`src/rtl/fifo_ctrl_pkg.sv`:
```
// Shared types and width helpers for the FIFO write-side arbitration blocks.
package fifo_ctrl_pkg;

    typedef enum logic [0:0] {
        ST_IDLE  = 1'b0,
        ST_GRANT = 1'b1
    } arb_state_e;

    // Wide enough for beat counts 0..15, i.e. bursts of up to 16 beats.
    localparam int BEAT_W = 4;

    function automatic int idx_width(input int n);
        return (n > 1) ? $clog2(n) : 1;
    endfunction

    function automatic int credit_width(input int depth);
        return $clog2(depth) + 1;
    endfunction

endpackage

```
`src/rtl/rr_pick.sv`:
```
// Circular first-set search: returns the first asserted request at or after start_idx.
module rr_pick
    import fifo_ctrl_pkg::*;
#(
    parameter int N_REQ = 4,
    localparam int IDX_W = idx_width(N_REQ)
) (
    input  logic [N_REQ-1:0] req_vec,
    input  logic [IDX_W-1:0] start_idx,
    output logic [IDX_W-1:0] pick_idx,
    output logic             found
);

    logic [IDX_W:0]   pos_sum_s;
    logic [IDX_W-1:0] pos_s;

    // Walk offsets from farthest to nearest so the nearest valid requester wins.
    always_comb begin
        pick_idx  = IDX_W'(0);
        found     = 1'b0;
        pos_sum_s = (IDX_W + 1)'(0);
        pos_s     = IDX_W'(0);
        for (int k = N_REQ - 1; k >= 0; k--) begin
            pos_sum_s = {1'b0, start_idx} + (IDX_W + 1)'(k);
            if (pos_sum_s >= (IDX_W + 1)'(N_REQ)) begin
                pos_sum_s = pos_sum_s - (IDX_W + 1)'(N_REQ);
            end else begin
                pos_sum_s = pos_sum_s;
            end
            pos_s = pos_sum_s[IDX_W-1:0];
            if (req_vec[pos_s]) begin
                pick_idx = pos_s;
                found    = 1'b1;
            end else begin
                pick_idx = pick_idx;
                found    = found;
            end
        end
    end

endmodule

```
`src/rtl/fifo_wr_arb.sv`:
```
// Round-robin, credit-gated, burst-limited arbiter that funnels N write requesters
// into a single downstream synchronous FIFO write port.
module fifo_wr_arb
    import fifo_ctrl_pkg::*;
#(
    parameter int N_REQ      = 4,
    parameter int DATA_WIDTH = 32,
    parameter int FIFO_DEPTH = 16,
    parameter int BURST_LEN  = 4,
    localparam int IDX_W  = idx_width(N_REQ),
    localparam int CRED_W = credit_width(FIFO_DEPTH)
) (
    input  logic                        clk_i,
    input  logic                        resetn_i,
    input  logic [N_REQ-1:0]            req_valid_i,
    input  logic [N_REQ*DATA_WIDTH-1:0] req_data_i,
    output logic [N_REQ-1:0]            req_ready_o,
    output logic                        fifo_w_en_o,
    output logic [DATA_WIDTH-1:0]       fifo_data_o,
    input  logic                        fifo_rd_done_i,
    output logic [IDX_W-1:0]            grant_id_o,
    output logic                        grant_vld_o,
    output logic [CRED_W-1:0]           credits_o
);

    localparam logic [CRED_W-1:0] CRED_MAX  = CRED_W'(FIFO_DEPTH - 1);
    localparam logic [BEAT_W-1:0] BEAT_LAST = BEAT_W'(BURST_LEN - 1);
    localparam logic [IDX_W-1:0]  IDX_LAST  = IDX_W'(N_REQ - 1);

    arb_state_e              state_r;
    logic [IDX_W-1:0]        owner_r;
    logic [IDX_W-1:0]        last_owner_r;
    logic [BEAT_W-1:0]       beat_cnt_r;
    logic [CRED_W-1:0]       credits_r;
    logic                    w_en_r;
    logic [DATA_WIDTH-1:0]   w_data_r;

    logic [IDX_W-1:0]        start_idx_s;
    logic [IDX_W-1:0]        pick_idx_s;
    logic                    found_s;
    logic                    has_credit_s;
    logic                    valid_own_s;
    logic                    xfer_s;
    logic                    rd_ok_s;
    logic [DATA_WIDTH-1:0]   beat_s;
    logic [N_REQ-1:0]        req_ready_s;

    rr_pick #(
        .N_REQ (N_REQ)
    ) u_rr_pick (
        .req_vec   (req_valid_i),
        .start_idx (start_idx_s),
        .pick_idx  (pick_idx_s),
        .found     (found_s)
    );

    // Search start, owner beat select and ready decode; ready uses registered state only.
    always_comb begin
        if (last_owner_r == IDX_LAST) begin
            start_idx_s = IDX_W'(0);
        end else begin
            start_idx_s = last_owner_r + IDX_W'(1);
        end
        has_credit_s = (credits_r != CRED_W'(0));
        valid_own_s  = req_valid_i[owner_r];
        xfer_s       = (state_r == ST_GRANT) && has_credit_s && valid_own_s;
        rd_ok_s      = fifo_rd_done_i && (credits_r != CRED_MAX);
        beat_s       = DATA_WIDTH'(0);
        req_ready_s  = N_REQ'(0);
        for (int i = 0; i < N_REQ; i++) begin
            if (owner_r == IDX_W'(i)) begin
                beat_s         = req_data_i[i*DATA_WIDTH +: DATA_WIDTH];
                req_ready_s[i] = (state_r == ST_GRANT) && has_credit_s;
            end else begin
                beat_s         = beat_s;
                req_ready_s[i] = 1'b0;
            end
        end
    end

    // Arbitration FSM, credit counter and registered FIFO write port.
    always_ff @(posedge clk_i) begin
        if (!resetn_i) begin
            state_r      <= ST_IDLE;
            owner_r      <= IDX_W'(0);
            last_owner_r <= IDX_LAST;
            beat_cnt_r   <= BEAT_W'(0);
            credits_r    <= CRED_MAX;
            w_en_r       <= 1'b0;
            w_data_r     <= DATA_WIDTH'(0);
        end else begin
            w_en_r <= xfer_s;
            if (xfer_s) begin
                w_data_r <= beat_s;
            end

            if (xfer_s && !rd_ok_s) begin
                credits_r <= credits_r - CRED_W'(1);
            end else if (!xfer_s && rd_ok_s) begin
                credits_r <= credits_r + CRED_W'(1);
            end

            case (state_r)
                ST_IDLE: begin
                    if (found_s) begin
                        owner_r    <= pick_idx_s;
                        beat_cnt_r <= BEAT_W'(0);
                        state_r    <= ST_GRANT;
                    end
                end
                ST_GRANT: begin
                    // Out of credits: freeze the grant until the FIFO drains an entry.
                    if (!has_credit_s) begin
                        beat_cnt_r <= beat_cnt_r;
                    end else if (!valid_own_s || (beat_cnt_r == BEAT_LAST)) begin
                        last_owner_r <= owner_r;
                        beat_cnt_r   <= BEAT_W'(0);
                        state_r      <= ST_IDLE;
                    end else begin
                        beat_cnt_r <= beat_cnt_r + BEAT_W'(1);
                    end
                end
                default: begin
                    state_r <= ST_IDLE;
                end
            endcase
        end
    end

    assign req_ready_o = req_ready_s;
    assign fifo_w_en_o = w_en_r;
    assign fifo_data_o = w_data_r;
    assign grant_id_o  = owner_r;
    assign grant_vld_o = (state_r == ST_GRANT);
    assign credits_o   = credits_r;

endmodule

```
`config.mk`:
```
export PLATFORM = sky130hd
export DESIGN_NAME = fifo_wr_arb
export DESIGN_NICKNAME = d
export VERILOG_FILES = /design/src/rtl/fifo_ctrl_pkg.sv /design/src/rtl/rr_pick.sv /design/src/rtl/fifo_wr_arb.sv
export SDC_FILE = /design/constraint.sdc
export NUM_CORES = 1
export LEC_CHECK = 0
export BUFFER_PORTS_ARGS = -buffer_cell sky130_fd_sc_hd__buf_2
export CAP_MARGIN = 20
export CORE_UTILIZATION = 47
export DETAILED_ROUTE_END_ITERATION = 16
export PLACE_DENSITY = 0.86
export SYNTH_ARGS = -nofsm -noshare
export SYNTH_HDL_FRONTEND = slang
export SYNTH_SLANG_ARGS = --single-unit
```
`constraint.sdc`:
```
create_clock -name clk_i -period 8.3 [get_ports clk_i]
set_clock_uncertainty 0.15 [all_clocks]
set_input_delay 1.66 -clock clk_i [delete_from_list [all_inputs] [get_ports clk_i]]
set_output_delay 1.66 -clock clk_i [all_outputs]
set_load 0.05 [all_outputs]
```
==> results by group <==
Run status
  • Outcome: completed

Routing
  • Initial DRT Pass Iterations: 4
  • Initial DRC count: 60
  • WL/cell: 15.1 um
  • Via count: 2923
  • Post-DRT Antenna Nets: 0
  • Via density: 5.46
  • DRC errors left: 0
  • Total Routed Length: 8.10 mm

Clock network
  • CTS tree: yes
  • CTS sink cnt: 47
  • Cts hold-fix bufs: 0
  • Longest Clk Path Bufs: 2
  • H-tree depth: 2
  • Clk root buf: clkbuf_8
  • Clock latency of the later-clocked register in the worst-skew pair: 290 ps
  • Post-CTS sizing: 0
  • Clk slew on worst S/H paths: 90 ps
  • Cts bufs inserted: 5
  • Setup bufs post-CTS: 0

STA
  • # setup viols final: 0
  • Post-route setup TNS: 0 ps
  • Final max-slew violation count: 0
  • Max Clock Freq: 220 MHz
  • Tmin final: 4540 ps
  • Measured slew at the worst slew-check pin: 950 ps
  • Final period utilization: 54.7%
  • Final Hold Viols: 0
  • Unrepaired setup endpoints after global routing: no
  • Slew headroom: 36.6%

Power and ir drop
  • Pwr Total: 0.759 mW
  • Leakage power: 1.76 nW
  • Worst vdd ir: 0.147 mV
  • Pwr dens: 195 mW/mm2

GRT
  • Vias in the first global route: 2585
  • First-pass GRT wire length: 11.8 mm
  • Largest net degree at the start of global routing: 53
  • GRT Residual Overflow: 0
  • Total Routing Usage GR: 23.4%
  • Initial antenna violation count: 0

Finish
  • Layout cells sized above 1: 49.6%
  • Multi-input gate area: 0.00186 mm2
  • Fillers: 499
  • Final #Nets: 599
  • Syn-to-layout area delta: 32.3%
  • Sequential Area: 943 um2
  • Diodes inserted: 0

Die
  • Die Span Y: 81.2 um
  • Initial core utilization: 49.2%
  • Die area: 0.00659 mm2
  • Core ar.: 0.00599 mm2
  • Floorplan row count: 28
  • Ports: 180
  • DIE WIDTH: 81.2 um

Worst setup path
  • CP max stage delay: 550 ps
  • CP Capture Type: flop
  • CP cell instances: buf_2, mux4_2, o211ai_4, inv_4, ha_1, xor2_1, ha_1, a21oi_1, xor2_1, or3_1, nand3_1
  • R2R Setup Slk: 4160 ps
  • CP max FO: 38
  • Critical path arrival: 4610 ps
  • Buf/Inv on CP: 2
  • Crit path max-delay family: adder cells
  • Critical-path top delay cell: mux4_2
  • Worst reg2reg path depth: 10
  • Worst Setup Start Kind: input port
  • Critical path class: input port to flop
  • Reg2Reg Launch Point: grant_id_o[1]
  • Required @ worst endpoint: 8370 ps
  • RR Endpoint: credits_o[2]

Place
  • Dpl hpwl: 6.22 mm
  • Gp weighted congestion: 0.818
  • IO Port Bufs: 179

Worst hold path
  • HP Class: flop to flop
  • Hold Path Origin: fifo_data_o[18]
  • Worst hold stages: 2
  • WHS Endpoint: fifo_data_o[18]

Synthesis
  • Synth cell types: 46
  • Sequential element share of the synthesized area: 31.9%
  • Syn avg cell area: 10.0 um2
  • Mapped Cells: 294
  • Yosys top cell area share: 31.9%
  • Ys async rst share: 0%
  • Biggest area consumer among synthesized cells: dfxtp_1
  • Number of flops mapped to enable cells by yosys: 0
  • Synth area leaders: dfxtp_1 (32%), mux4_2 (25%), nand2_1 (9.6%), a21boi_1 (7.6%), ha_1 (2.1%)
  • Cell Area, Synth: 0.00295 mm2
  • Top_reg_cell synth: dfxtp_1
  • Ys Warns: 0
  • Syn nets: 434
  • #FFs+latches synth: 47

Flow run
  • Max Cap Viol: 0
==> cells by family after synthesis <==
logic type / synth area share [%]
compound gates: 15.5
simple gates: 17.6
buf+inv: 4.97
mux: 27.0
flops: 31.9
xor+xnor: 0.892
fa+ha+maj: 2.12
==> sequential cells by signal (all words and copies together), names as in the netlist <==
signal / flops
grant_vld_o: 1
fifo_w_en_o: 1
credits_o: 5
grant_id_o: 2
beat_cnt_r: 4
last_owner_r: 2
fifo_data_o: 32
==> how the worst max path moves through the flow <==
stage | startpoint | end | slack (ps) | cells past startpoint
6_report | req_valid_i[3] | credits_o[2] | 3760 | 11
3_5_place_dp | req_valid_i[3] | credits_o[2] | 3470 | 11
3_3_place_gp | req_valid_i[3] | credits_o[2] | 3560 | 11
5_1_grt | req_valid_i[3] | credits_o[4] | 3540 | 11
4_1_cts | req_valid_i[3] | credits_o[2] | 3770 | 11
2_1_floorplan | grant_id_o[1] | req_ready_o[2] | 4040 | 3
==> final cells by class <==
type                    instances  area share [%]
clock inverters                 1           0.128
multi-input cells             221            47.7
repair buffers                180            23.2
clock buffers                   7            1.96
flip-flops and latches         47            24.2
inverters                       4           0.449
well taps                      75            2.41
==> cell usage after synthesis (2+ instances only) <==
| cell | number |
|---|---|
| and3_1 | 2 |
| buf_6 | 4 |
| buf_2 | 7 |
| nand2b_1 | 3 |
| xor2_1 | 3 |
| o21ai_0 | 7 |
| a21boi_0 | 5 |
| o211ai_1 | 2 |
| a31oi_1 | 2 |
| inv_1 | 3 |
| nand3_1 | 7 |
| a21o_1 | 2 |
| o22ai_1 | 2 |
| dfxtp_1 | 47 |
| or3_1 | 2 |
| mux2i_1 | 4 |
| nor3_1 | 3 |
| nor2b_1 | 2 |
| mux4_2 | 33 |
| a21boi_1 | 30 |
| nor3b_1 | 2 |
| buf_4 | 2 |
| ha_1 | 5 |
| nand3b_1 | 2 |
| a21oi_1 | 5 |
| nor2_1 | 5 |
| nand4b_1 | 2 |
| nand2_1 | 75 |
| clkbuf_1 | 9 |
==> power breakdown <==
group / switching [mW] / total, mW / internal [mW]
sequential: 0.0393 / 0.292 / 0.252
combinational: 0.201 / 0.336 / 0.135
clock: 0.0724 / 0.132 / 0.0593
total: 0.312 / 0.759 / 0.447
==> tightest hold or removal path, delay by kind of cell (launching register included) <==
kind            cells  cell delay [ps]
compound gates      1               50
simple gates        1               50
flops               1              320
==> per-layer routing <==
layer  routed length (um)  global-route usage, %  part of all wire, %
met3                  424                   4.61                  5.2
met2                 4160                   41.1                   51
met5                    0                      0                    0
met1                 3450                   29.5                   43
met4                   61                   5.18                 0.75
==> stage by stage <==
step           setup slack, ps  area (um2)  utilization, %  hold WS, ps  std cells
6_report                  3760        3900            65.1          305        535
5_1_grt                   3540        3900            65.1          323        535
4_1_cts                   3770        3900            65.1          305        535
3_5_place_dp              3470        3820            63.7          293        527
3_3_place_gp              3560        3820            63.7          288        527
2_1_floorplan             4040        2950               -          296        294
==> cells in the final DEF (no fill, tap or decap), types with 2 or more instances in the layout <==
master,count
buf_2,179
nand2_1,75
dfxtp_1,45
mux4_2,33
a21boi_1,30
o21ai_0,7
nand3_1,7
nor2_1,5
a21oi_1,5
a21boi_0,5
ha_1,5
clkbuf_8,5
mux2i_1,4
xor2_1,3
nor3_1,3
inv_1,3
nand2b_1,3
and3_1,2
a21o_1,2
nor3b_1,2
nand4b_1,2
o22ai_1,2
o211ai_1,2
a31oi_1,2
nand3b_1,2
or3_1,2
nor2b_1,2
clkbuf_1,2
dfxtp_2,2
(Power assumes the default switching activity.)
